**src/rtl/ss_arb_pkg.sv**
```systemverilog
`default_nettype none
// ============================================================================
//  Module      : ss_arb_pkg
//  Description : Shared types, constants and helpers for the simple-stream
//                round-robin arbiter.
//                  arb_state_t : arbiter state (idle search / packet lock)
//                  PKT_CNT_W   : width of the per-source packet counters
//                  rr_next()   : round-robin pointer increment with wrap
//  Revision    : 1.0 - initial release
// ============================================================================
package ss_arb_pkg;

    typedef enum logic {
        ARB_IDLE   = 1'b0,
        ARB_LOCKED = 1'b1
    } arb_state_t;

    localparam int PKT_CNT_W = 16;

    // Next search start after a grant at ptr: ptr+1, wrapping to 0 at n.
    function automatic int unsigned rr_next(input int unsigned ptr,
                                            input int unsigned n);
        return (ptr + 1 >= n) ? 0 : ptr + 1;
    endfunction

endpackage
`default_nettype wire

```
**src/rtl/ss_rr_pick.sv**
```systemverilog
`default_nettype none
// ============================================================================
//  Module      : ss_rr_pick
//  Description : Combinational round-robin find-first. Scans the request
//                vector starting at i_ptr, wrapping modulo N, and returns the
//                first requesting index.
//  Ports       : i_req     [N-1:0]  request vector
//                i_ptr     [W-1:0]  index where the search starts (< N)
//                o_gnt_idx [W-1:0]  winning index (0 when nothing requests)
//                o_gnt_any          at least one request present
//  Revision    : 1.0 - initial release
// ============================================================================
module ss_rr_pick #(
    parameter int N = 4,
    parameter int W = $clog2(N)
) (
    input  logic [N-1:0] i_req,
    input  logic [W-1:0] i_ptr,
    output logic [W-1:0] o_gnt_idx,
    output logic         o_gnt_any
);

    // Walk offsets from the farthest back to the pointer itself so that the
    // smallest rotated offset is the one left standing.
    always_comb begin
        int unsigned idx;
        idx       = 0;
        o_gnt_idx = '0;
        o_gnt_any = 1'b0;
        for (int k = N - 1; k >= 0; k--) begin
            idx = (32'(i_ptr) + 32'(k)) % 32'(N);
            if (i_req[idx]) begin
                o_gnt_idx = W'(idx);
                o_gnt_any = 1'b1;
            end
        end
    end

endmodule
`default_nettype wire

```
**src/rtl/ss_rr_arbiter_n.sv**
```systemverilog
`default_nettype none
// ============================================================================
//  Module      : ss_rr_arbiter_n
//  Description : Packet-aware round-robin arbiter for NUM_SRC valid/ready/
//                data/last streams feeding one registered output stage.
//                A grant is held from the first beat of a packet until its
//                last beat is accepted; the pointer then moves past the
//                granted source.
//  Ports       : clk, rst_n (async, active-low)
//                in_valid/in_ready/in_last [NUM_SRC], in_data [NUM_SRC]x[DATA_W]
//                out_valid/out_ready/out_data/out_last, out_src [SRC_W]
//                pkt_cnt [NUM_SRC]x[16] (only with SS_RR_ARBITER_PKT_CNT_EN)
//  Options     : SS_RR_ARBITER_PKT_CNT_EN - per-source saturating counters of
//                accepted last beats.
//  Revision    : 1.0 - initial release
// ============================================================================
module ss_rr_arbiter_n
    import ss_arb_pkg::*;
#(
    parameter int NUM_SRC = 4,
    parameter int DATA_W  = 32
) (
    input  logic                     clk,
    input  logic                     rst_n,
    input  logic [NUM_SRC-1:0]       in_valid,
    output logic [NUM_SRC-1:0]       in_ready,
    input  logic [DATA_W-1:0]        in_data [NUM_SRC],
    input  logic [NUM_SRC-1:0]       in_last,
    output logic                     out_valid,
    input  logic                     out_ready,
    output logic [DATA_W-1:0]        out_data,
    output logic                     out_last,
    output logic [$clog2(NUM_SRC)-1:0] out_src
`ifdef SS_RR_ARBITER_PKT_CNT_EN
    ,
    output logic [PKT_CNT_W-1:0]     pkt_cnt [NUM_SRC]
`endif
);

    localparam int SRC_W = $clog2(NUM_SRC);

    arb_state_t          r_state;
    logic [SRC_W-1:0]    r_lock;
    logic [SRC_W-1:0]    r_ptr;
    logic                r_out_valid;
    logic [DATA_W-1:0]   r_out_data;
    logic                r_out_last;
    logic [SRC_W-1:0]    r_out_src;

    logic                w_can_load;
    logic [SRC_W-1:0]    w_pick_idx;
    logic                w_pick_any;
    logic [SRC_W-1:0]    w_gnt_idx;
    logic                w_gnt_en;
    logic                w_accept;
    logic [NUM_SRC-1:0]  w_in_ready;

    ss_rr_pick #(
        .N (NUM_SRC),
        .W (SRC_W)
    ) u_pick (
        .i_req     (in_valid),
        .i_ptr     (r_ptr),
        .o_gnt_idx (w_pick_idx),
        .o_gnt_any (w_pick_any)
    );

    assign w_can_load = !r_out_valid || out_ready;

    // While locked the owner keeps the grant even when it bubbles.
    assign w_gnt_idx = (r_state == ARB_LOCKED) ? r_lock : w_pick_idx;
    assign w_gnt_en  = (r_state == ARB_LOCKED) ? 1'b1   : w_pick_any;

    // Ready is held low throughout reset so nothing is taken while the
    // surrounding logic is also being reset.
    always_comb begin
        w_in_ready = '0;
        if (rst_n && w_gnt_en) begin
            w_in_ready[w_gnt_idx] = w_can_load;
        end
    end

    assign in_ready = w_in_ready;
    assign w_accept = w_gnt_en && in_valid[w_gnt_idx] && w_can_load && rst_n;

    always_ff @(posedge clk or negedge rst_n) begin
        if (!rst_n) begin
            r_state     <= ARB_IDLE;
            r_lock      <= '0;
            r_ptr       <= '0;
            r_out_valid <= 1'b0;
            r_out_data  <= '0;
            r_out_last  <= 1'b0;
            r_out_src   <= '0;
        end else if (w_accept) begin
            r_out_valid <= 1'b1;
            r_out_data  <= in_data[w_gnt_idx];
            r_out_last  <= in_last[w_gnt_idx];
            r_out_src   <= w_gnt_idx;
            if (in_last[w_gnt_idx]) begin
                r_state <= ARB_IDLE;
                r_ptr   <= SRC_W'(rr_next(32'(w_gnt_idx), NUM_SRC));
            end else begin
                r_state <= ARB_LOCKED;
                r_lock  <= w_gnt_idx;
            end
        end else if (out_ready) begin
            r_out_valid <= 1'b0;
        end
    end

    assign out_valid = r_out_valid;
    assign out_data  = r_out_data;
    assign out_last  = r_out_last;
    assign out_src   = r_out_src;

`ifdef SS_RR_ARBITER_PKT_CNT_EN
    logic [PKT_CNT_W-1:0] r_pkt_cnt [NUM_SRC];

    for (genvar gi = 0; gi < NUM_SRC; gi++) begin : g_pkt_cnt
        always_ff @(posedge clk or negedge rst_n) begin
            if (!rst_n) begin
                r_pkt_cnt[gi] <= '0;
            end else if (w_accept && (w_gnt_idx == SRC_W'(gi)) && in_last[gi]
                         && (r_pkt_cnt[gi] != {PKT_CNT_W{1'b1}})) begin
                r_pkt_cnt[gi] <= r_pkt_cnt[gi] + 1'b1;
            end
        end
        assign pkt_cnt[gi] = r_pkt_cnt[gi];
    end
`endif

endmodule
`default_nettype wire

```
**config.mk**
```make
export PLATFORM = sky130hd
export DESIGN_NAME = ss_rr_arbiter_n
export DESIGN_NICKNAME = d
export VERILOG_FILES = /design/src/rtl/ss_arb_pkg.sv /design/src/rtl/ss_rr_pick.sv /design/src/rtl/ss_rr_arbiter_n.sv
export SDC_FILE = /design/constraint.sdc
export NUM_CORES = 1
export LEC_CHECK = 0
export BUFFER_PORTS_ARGS = -buffer_cell sky130_fd_sc_hd__buf_2
export CAP_MARGIN = 20
export CELL_PAD_IN_SITES_DETAIL_PLACEMENT = 1
export CELL_PAD_IN_SITES_GLOBAL_PLACEMENT = 2
export CORE_MARGIN = 5
export CORE_UTILIZATION = 23
export DETAILED_ROUTE_END_ITERATION = 10
export HOLD_SLACK_MARGIN = 0.06
export PLACE_DENSITY_LB_ADDON = 0.08
export SLEW_MARGIN = 30
export SYNTH_ARGS = -nofsm -noshare
export SYNTH_HDL_FRONTEND = slang
export SYNTH_SLANG_ARGS = --single-unit
```
**constraint.sdc**
```tcl
create_clock -name clk -period 4 [get_ports clk]
set_clock_uncertainty 0.15 [all_clocks]
set_input_delay 0 -clock clk [delete_from_list [all_inputs] [get_ports clk]]
set_output_delay 0 -clock clk [all_outputs]
set_load 0.03 [all_outputs]
```
After elaboration in Yosys (flattened, before gate mapping)
Cells that the tools add are included.
{"block": "totals", "elab_cells": 64, "input_bits": 139, "register_bits": 41, "output_inout_bits": 40}
{"block": "op_classes", "magnitude_cmp": 8, "mux": 32, "bitwise_logic": 3, "n_addsub": 4, "n_reduce_logical": 10}
{"operator": "$bmux 32 s2", "n": 1}
{"operator": "$mux 32", "n": 2}
{"operator": "$lt 2x3->1 const B", "n": 5}
{"operator": "$mux 1", "n": 15}
{"operator": "$bmux 1 s2", "n": 6}
{"operator": "$mux 2", "n": 6}
{"operator": "$ge 3x3->1 const B", "n": 2}
{"operator": "$logic_and 1x1->1", "n": 5}
{"operator": "$add 2x2->2 const B", "n": 2}
{"operator": "$and 4x4->4", "n": 1}
{"operator": "$mux 4", "n": 1}
{"operator": "$reduce_and 2->1", "n": 2}
{"operator": "$add 2x1->3 const B", "n": 1}
{"operator": "$not 2->3", "n": 1}
{"operator": "$add 2x1->2 const B", "n": 1}
{"operator": "$demux 1 s2", "n": 1}
{"operator": "$ge 2x1->1 const B", "n": 1}
{"operator": "$reduce_bool 2->1", "n": 1}
{"operator": "$logic_not 1->1", "n": 1}
{"operator": "$logic_or 1x1->1", "n": 1}
{"operator": "$not 1->1", "n": 1}

Longest topological paths before layout
{"block": "logic_depth", "depth_word": 14, "ltp_mapped": 9, "mapped_depth_nobuf": 7}

By module
From an unflattened synthesis, not the netlist that was laid out.
{"block": "unflattened", "cells_unflattened": 350, "hier_area_um2": 2845.2}
{"module": "ss_rr_arbiter_n", "area_per_inst_um2": 2767.7, "seq_area_each_um2": 1026.0, "instances": 1, "cells_each": 337}
{"module": "ss_rr_pick", "area_per_inst_um2": 77.6, "seq_area_each_um2": 0.0, "instances": 1, "cells_each": 13}

Worst setup path after synthesis
No wires, ideal clock.
{"block": "synth_path", "kind": "register -> register", "from": "reg r_state", "to": "reg r_lock[0]", "setup_slack_ns": 1.440, "path_stages_with_launch": 7, "arrival_time_ns": 2.283, "period_less_slack_ns": 2.560, "path_buffers": 0, "t_required_ns": 3.722, "setup_ns": 0.128, "cell_sequence": "dfrtp_1 > or2_1 > or4b_1 > and4_1 > o311ai_4 > o21bai_1 > mux2_1"}
{"block": "synth_via", "elab_chain_len": 7, "word_cells_on_any_way": 11, "cone_classes": "mux (6); bitwise (1); reduce/logical (4)"}
{"element": "from (decl)", "line": "ss_rr_arbiter_n.sv:42", "rtl": "arb_state_t r_state;"}
{"element": "from (signal assigned)", "line": "ss_rr_arbiter_n.sv:88", "rtl": "r_state <= ARB_IDLE;"}
{"element": "from (signal assigned)", "line": "ss_rr_arbiter_n.sv:101", "rtl": "r_state <= ARB_IDLE;"}
{"element": "from (signal assigned)", "line": "ss_rr_arbiter_n.sv:104", "rtl": "r_state <= ARB_LOCKED;"}
{"element": "$mux 2", "line": "ss_rr_arbiter_n.sv:71", "rtl": "assign w_gnt_idx = (r_state == ARB_LOCKED) ? r_lock : w_pick_idx;"}
{"element": "$bmux 1 s2", "line": "ss_rr_arbiter_n.sv:84", "rtl": "assign w_accept = w_gnt_en && in_valid[w_gnt_idx] && w_can_load && rst_n;"}
{"element": "$mux 1 (implied by the code)", "line": "ss_rr_arbiter_n.sv:84"}
{"element": "$logic_and 1x1->1 (3 in series)", "line": "ss_rr_arbiter_n.sv:84"}
{"element": "$reduce_and 2->1 (no line)"}
{"element": "to (signal assigned)", "line": "ss_rr_arbiter_n.sv:105", "rtl": "r_lock <= w_gnt_idx;"}
{"element": "to (decl)", "line": "ss_rr_arbiter_n.sv:43", "rtl": "logic [SRC_W-1:0] r_lock;"}
Several ways; a longest one is shown, not always the timed one. The select of a mux whose other input is x is not followed.
A chain may end at the register's enable or synchronous reset.

Final worst setup path
{"block": "layout_path", "from": "reg r_state", "to": "reg r_out_data[17] (netlist: out_data[17])"}
{"block": "layout_via", "elab_chain_len": 6, "word_cells_on_any_way": 11, "cone_classes": "mux (7); bitwise (1); reduce/logical (3)"}
{"element": "$mux 2", "line": "ss_rr_arbiter_n.sv:71"}
{"element": "$bmux 1 s2", "line": "ss_rr_arbiter_n.sv:84"}
{"element": "$mux 1 (implied by the code)", "line": "ss_rr_arbiter_n.sv:84"}
{"element": "$logic_and 1x1->1 (3 in series)", "line": "ss_rr_arbiter_n.sv:84"}
{"element": "to (signal assigned)", "line": "ss_rr_arbiter_n.sv:97", "rtl": "r_out_data <= in_data[w_gnt_idx];"}
{"element": "to (decl)", "line": "ss_rr_arbiter_n.sv:46", "rtl": "logic [DATA_W-1:0] r_out_data;"}
Several ways; a longest one is shown, not always the timed one. The select of a mux whose other input is x is not followed.

==> summary.txt <==
Crit path launch type - flop
Share of the synthesized area in the top cell type - 36.5%
Hold Crit Start - in_valid[0]
Setup TNS Final - 0 ns
Vias in the first global route - 4073
Unrepaired setup endpoints after global routing - false
Slowest cell on crit path - dlygate4sd3_1
Ant. Diodes - 0
Total global routing overflow - 0
CTS Buf Count - 5
Setup CP Type - flop to flop
Die width - 121 um
Ports - 179
Synth warnings - 0
Largest area contributor in the netlist - dfrtp_1
Die area - 14500 sq um
DRC - 0
Die Ht - 121 um
1st-iter DRT viols - 193
Highest metal used - met5
Sequential cell area fraction in the yosys report - 36.5%
CTS Sinks - 41
Routed vias - 3648
Gate count after technology mapping - 384
Power per standard cell area - 830 nW/um^2
Final hold vios - 0
Clk slew on worst S/H paths - 0.06 ns
CP endpoint kind - flop
Largest net degree at the start of global routing - 68
Average size of a mapped cell - 7.31 sq um
Routed wire per std cell - 15.4 um
Post-placement cell count - 691
Nets - 793
Commonest non-fill, non-tap cell in the layout - buf_2
Max Clock Freq - 0.268 GHz
Gpl congestion - 0.804
Routed WL - 12.3 mm
M1 WL - 5.17 mm
Tmin final - 3.73 ns
Max Slew Vio Count - 0
P&R area growth vs syn - 77.3%
CP peak stage delay - 0.58 ns
Vias per cell - 4.58
First-pass GRT wire length - 20.1 mm
Hold Path Depth - 4
Post-route ant nets - 0
Root buffer cell - clkbuf_16
CP arrival - 3.79 ns
Hold endpoint - out_src[1]$_DFFE_PN0P_
Total track usage - 17.0%
Maximum VDD drop - 269 uV
DP HPWL - 8.48 mm
Largest cells by area after synthesis - dfrtp_1 (37%), nand2_1 (23%), and3_1 (14%), o31ai_1 (8.6%), clkbuf_1 (2.1%)
Row count - 40
Crit path cell chain - or2_1 -> or4b_1 -> nand3_2 -> inv_1 -> buf_4 -> and3_1 -> dlygate4sd3_1 -> o31ai_1 -> dlygate4sd3_1
Final Cycle Share - 93.1%
Final Non-Filler Cells - 797
Clock Path Buffers - 2
Status - complete, no violations
Initial antenna violation count - 2
Initial Utilization - 23.4%
DR pass1 iterations - 4
Mapped Nets - 527
Worst slew margin - 52.7%
Leak - 2.73 nW
Most frequent cells in the layout - buf_2 (178), nand2_1 (169), dlygate4sd3_1 (99)
WL met3 - 778 um
Cell Area, Synth - 2810 sq um
Share of layout cells above drive strength 1 - 30.8%
Port Buffer Count - 178
Met2 WL - 6.22 mm
Crit path max fanout - 37
Crit Reg-Reg Endpoint - out_data[17]$_DFFE_PN0P_
Distinct cells, synth - 34
Flop-to-flop setup slack - 0.27 ns
Critical Path RT - 4.07 ns
Least-Margin Pin Slew - 0.710 ns
H-tree Lvls - 2
Core Area - 12000 sq um
Hold crit path type - primary input to flop
Most common cell on crit path - dlygate4sd3_1
R2R depth - 9
Number of max-cap violations - 0
Final setup fails - 0
TritonCTS clock tree - done
Worst-skew pair later-pin latency - 0.28 ns
Start of the worst register-to-register path - r_state$_DFFE_PN0P_
Synthesized flop and latch total - 41
==> registers in the layout, indices dropped and copies added (netlist names) <==
signal / flops
out_data: 32
out_src: 2
out_last: 1
r_state: 1
r_lock: 2
out_valid: 1
r_ptr: 2
==> synthesized netlist by cell type <==
library cell  count
a21oi_1           2
o31ai_1          32
clkbuf_1         16
and2_1            4
buf_1             1
nor3_2            1
nor2_1            4
a31oi_1           1
mux2_1            4
buf_2            10
a211oi_2          1
a2111oi_2         1
nor3_1            3
and3_1           64
nor4b_1           1
o32ai_1           1
a2111o_1          1
nand3_1           1
a21o_1            1
inv_2             1
or4b_1            1
ha_1              4
or2_1             1
dfrtp_1          41
nand2b_1          5
o21bai_1          1
a211oi_1          1
nor2b_1           3
and4_1            1
a32oi_1           1
inv_1             4
o21ai_0           1
nand2_1         169
o311ai_4          1
==> power by group <==
part	total [mW]	leakage [nW]	switching [mW]	internal, mW
registers	0.739	0.505	0.116	0.622
clock network	0.405	0.0700	0.159	0.245
logic	2.99	2.16	1.62	1.37
total	4.13	2.73	1.89	2.24
==> repair_timing <==
item,in CTS,in global routing
gates resized for setup,0,1
hold endpoints to repair,75,0
hold buffers,99,0
setup buffers,0,0
setup endpoints to repair,0,28
==> worst max path at each step <==
stage          slack [ns]  cells after the start           startpoint                  endpoint
6_report             0.27                      9  r_state$_DFFE_PN0P_  out_data[17]$_DFFE_PN0P_
5_1_grt              0.08                      9  r_state$_DFFE_PN0P_  out_data[17]$_DFFE_PN0P_
4_1_cts              0.07                      9  r_state$_DFFE_PN0P_   out_data[4]$_DFFE_PN0P_
3_5_place_dp         0.78                      7  r_state$_DFFE_PN0P_     r_lock[1]$_DFFE_PN0P_
3_3_place_gp         0.88                      8  r_state$_DFFE_PN0P_     r_lock[0]$_DFFE_PN0P_
2_1_floorplan        1.44                      6  r_state$_DFFE_PN0P_     r_lock[0]$_DFFE_PN0P_
==> layout make-up <==
type	instances	area, sq um
clock buffer	7	143
fill	1545	7030
inverter	5	18.8
multi-input combinational	311	1660
sequential	41	1030
tap	147	184
timing repair buffer	286	1950
==> worst max-delay path, delay by kind of cell, from the launching register on <==
family          cells  cell delay [ns]
simple gates        4             1.32
buf+inv             4             1.49
flops               1             0.46
compound gates      1             0.24
==> logic make-up (layout without fill, tap and decap cells) <==
kind of cell | count (synthesis) | in the layout | share of synthesized area [%]
and+or+nand+nor | 258 | 258 | 42.3
AOI/OAI and AO/OA | 45 | 45 | 13.1
DFF | 41 | 41 | 36.5
buffers and inverters | 32 | 298 | 4.72
adders and majority gates | 4 | 4 | 1.78
muxes | 4 | 4 | 1.60
==> per-layer routing <==
| layer | GRT usage [%] | vias up |
|---|---|---|
| li1 | - | 1825 |
| met1 | 20.7 | 1720 |
| met5 | 0 | - |
| met4 | 3.19 | 4 |
| met2 | 30.4 | 91 |
| met3 | 4.40 | 8 |
==> stage by stage <==
step | setup slack (ns) | utilization, % | area, sq um | hold slack, ns | total power [mW]
floorplan | 1.44 | - | 2810 | -0.446 | 2.36
detailed placement | 0.782 | 32.0 | 3840 | 0.0110 | 3.06
global route | 0.0773 | 41.5 | 4980 | 0.108 | 4.53
CTS | 0.0676 | 41.4 | 4980 | 0.0720 | 4.15
global placement | 0.875 | 32.0 | 3840 | 0.00661 | 3.02
finish | 0.274 | 41.5 | 4980 | 0.0717 | 4.13
Note: power is estimated with default switching activity, not from simulation.
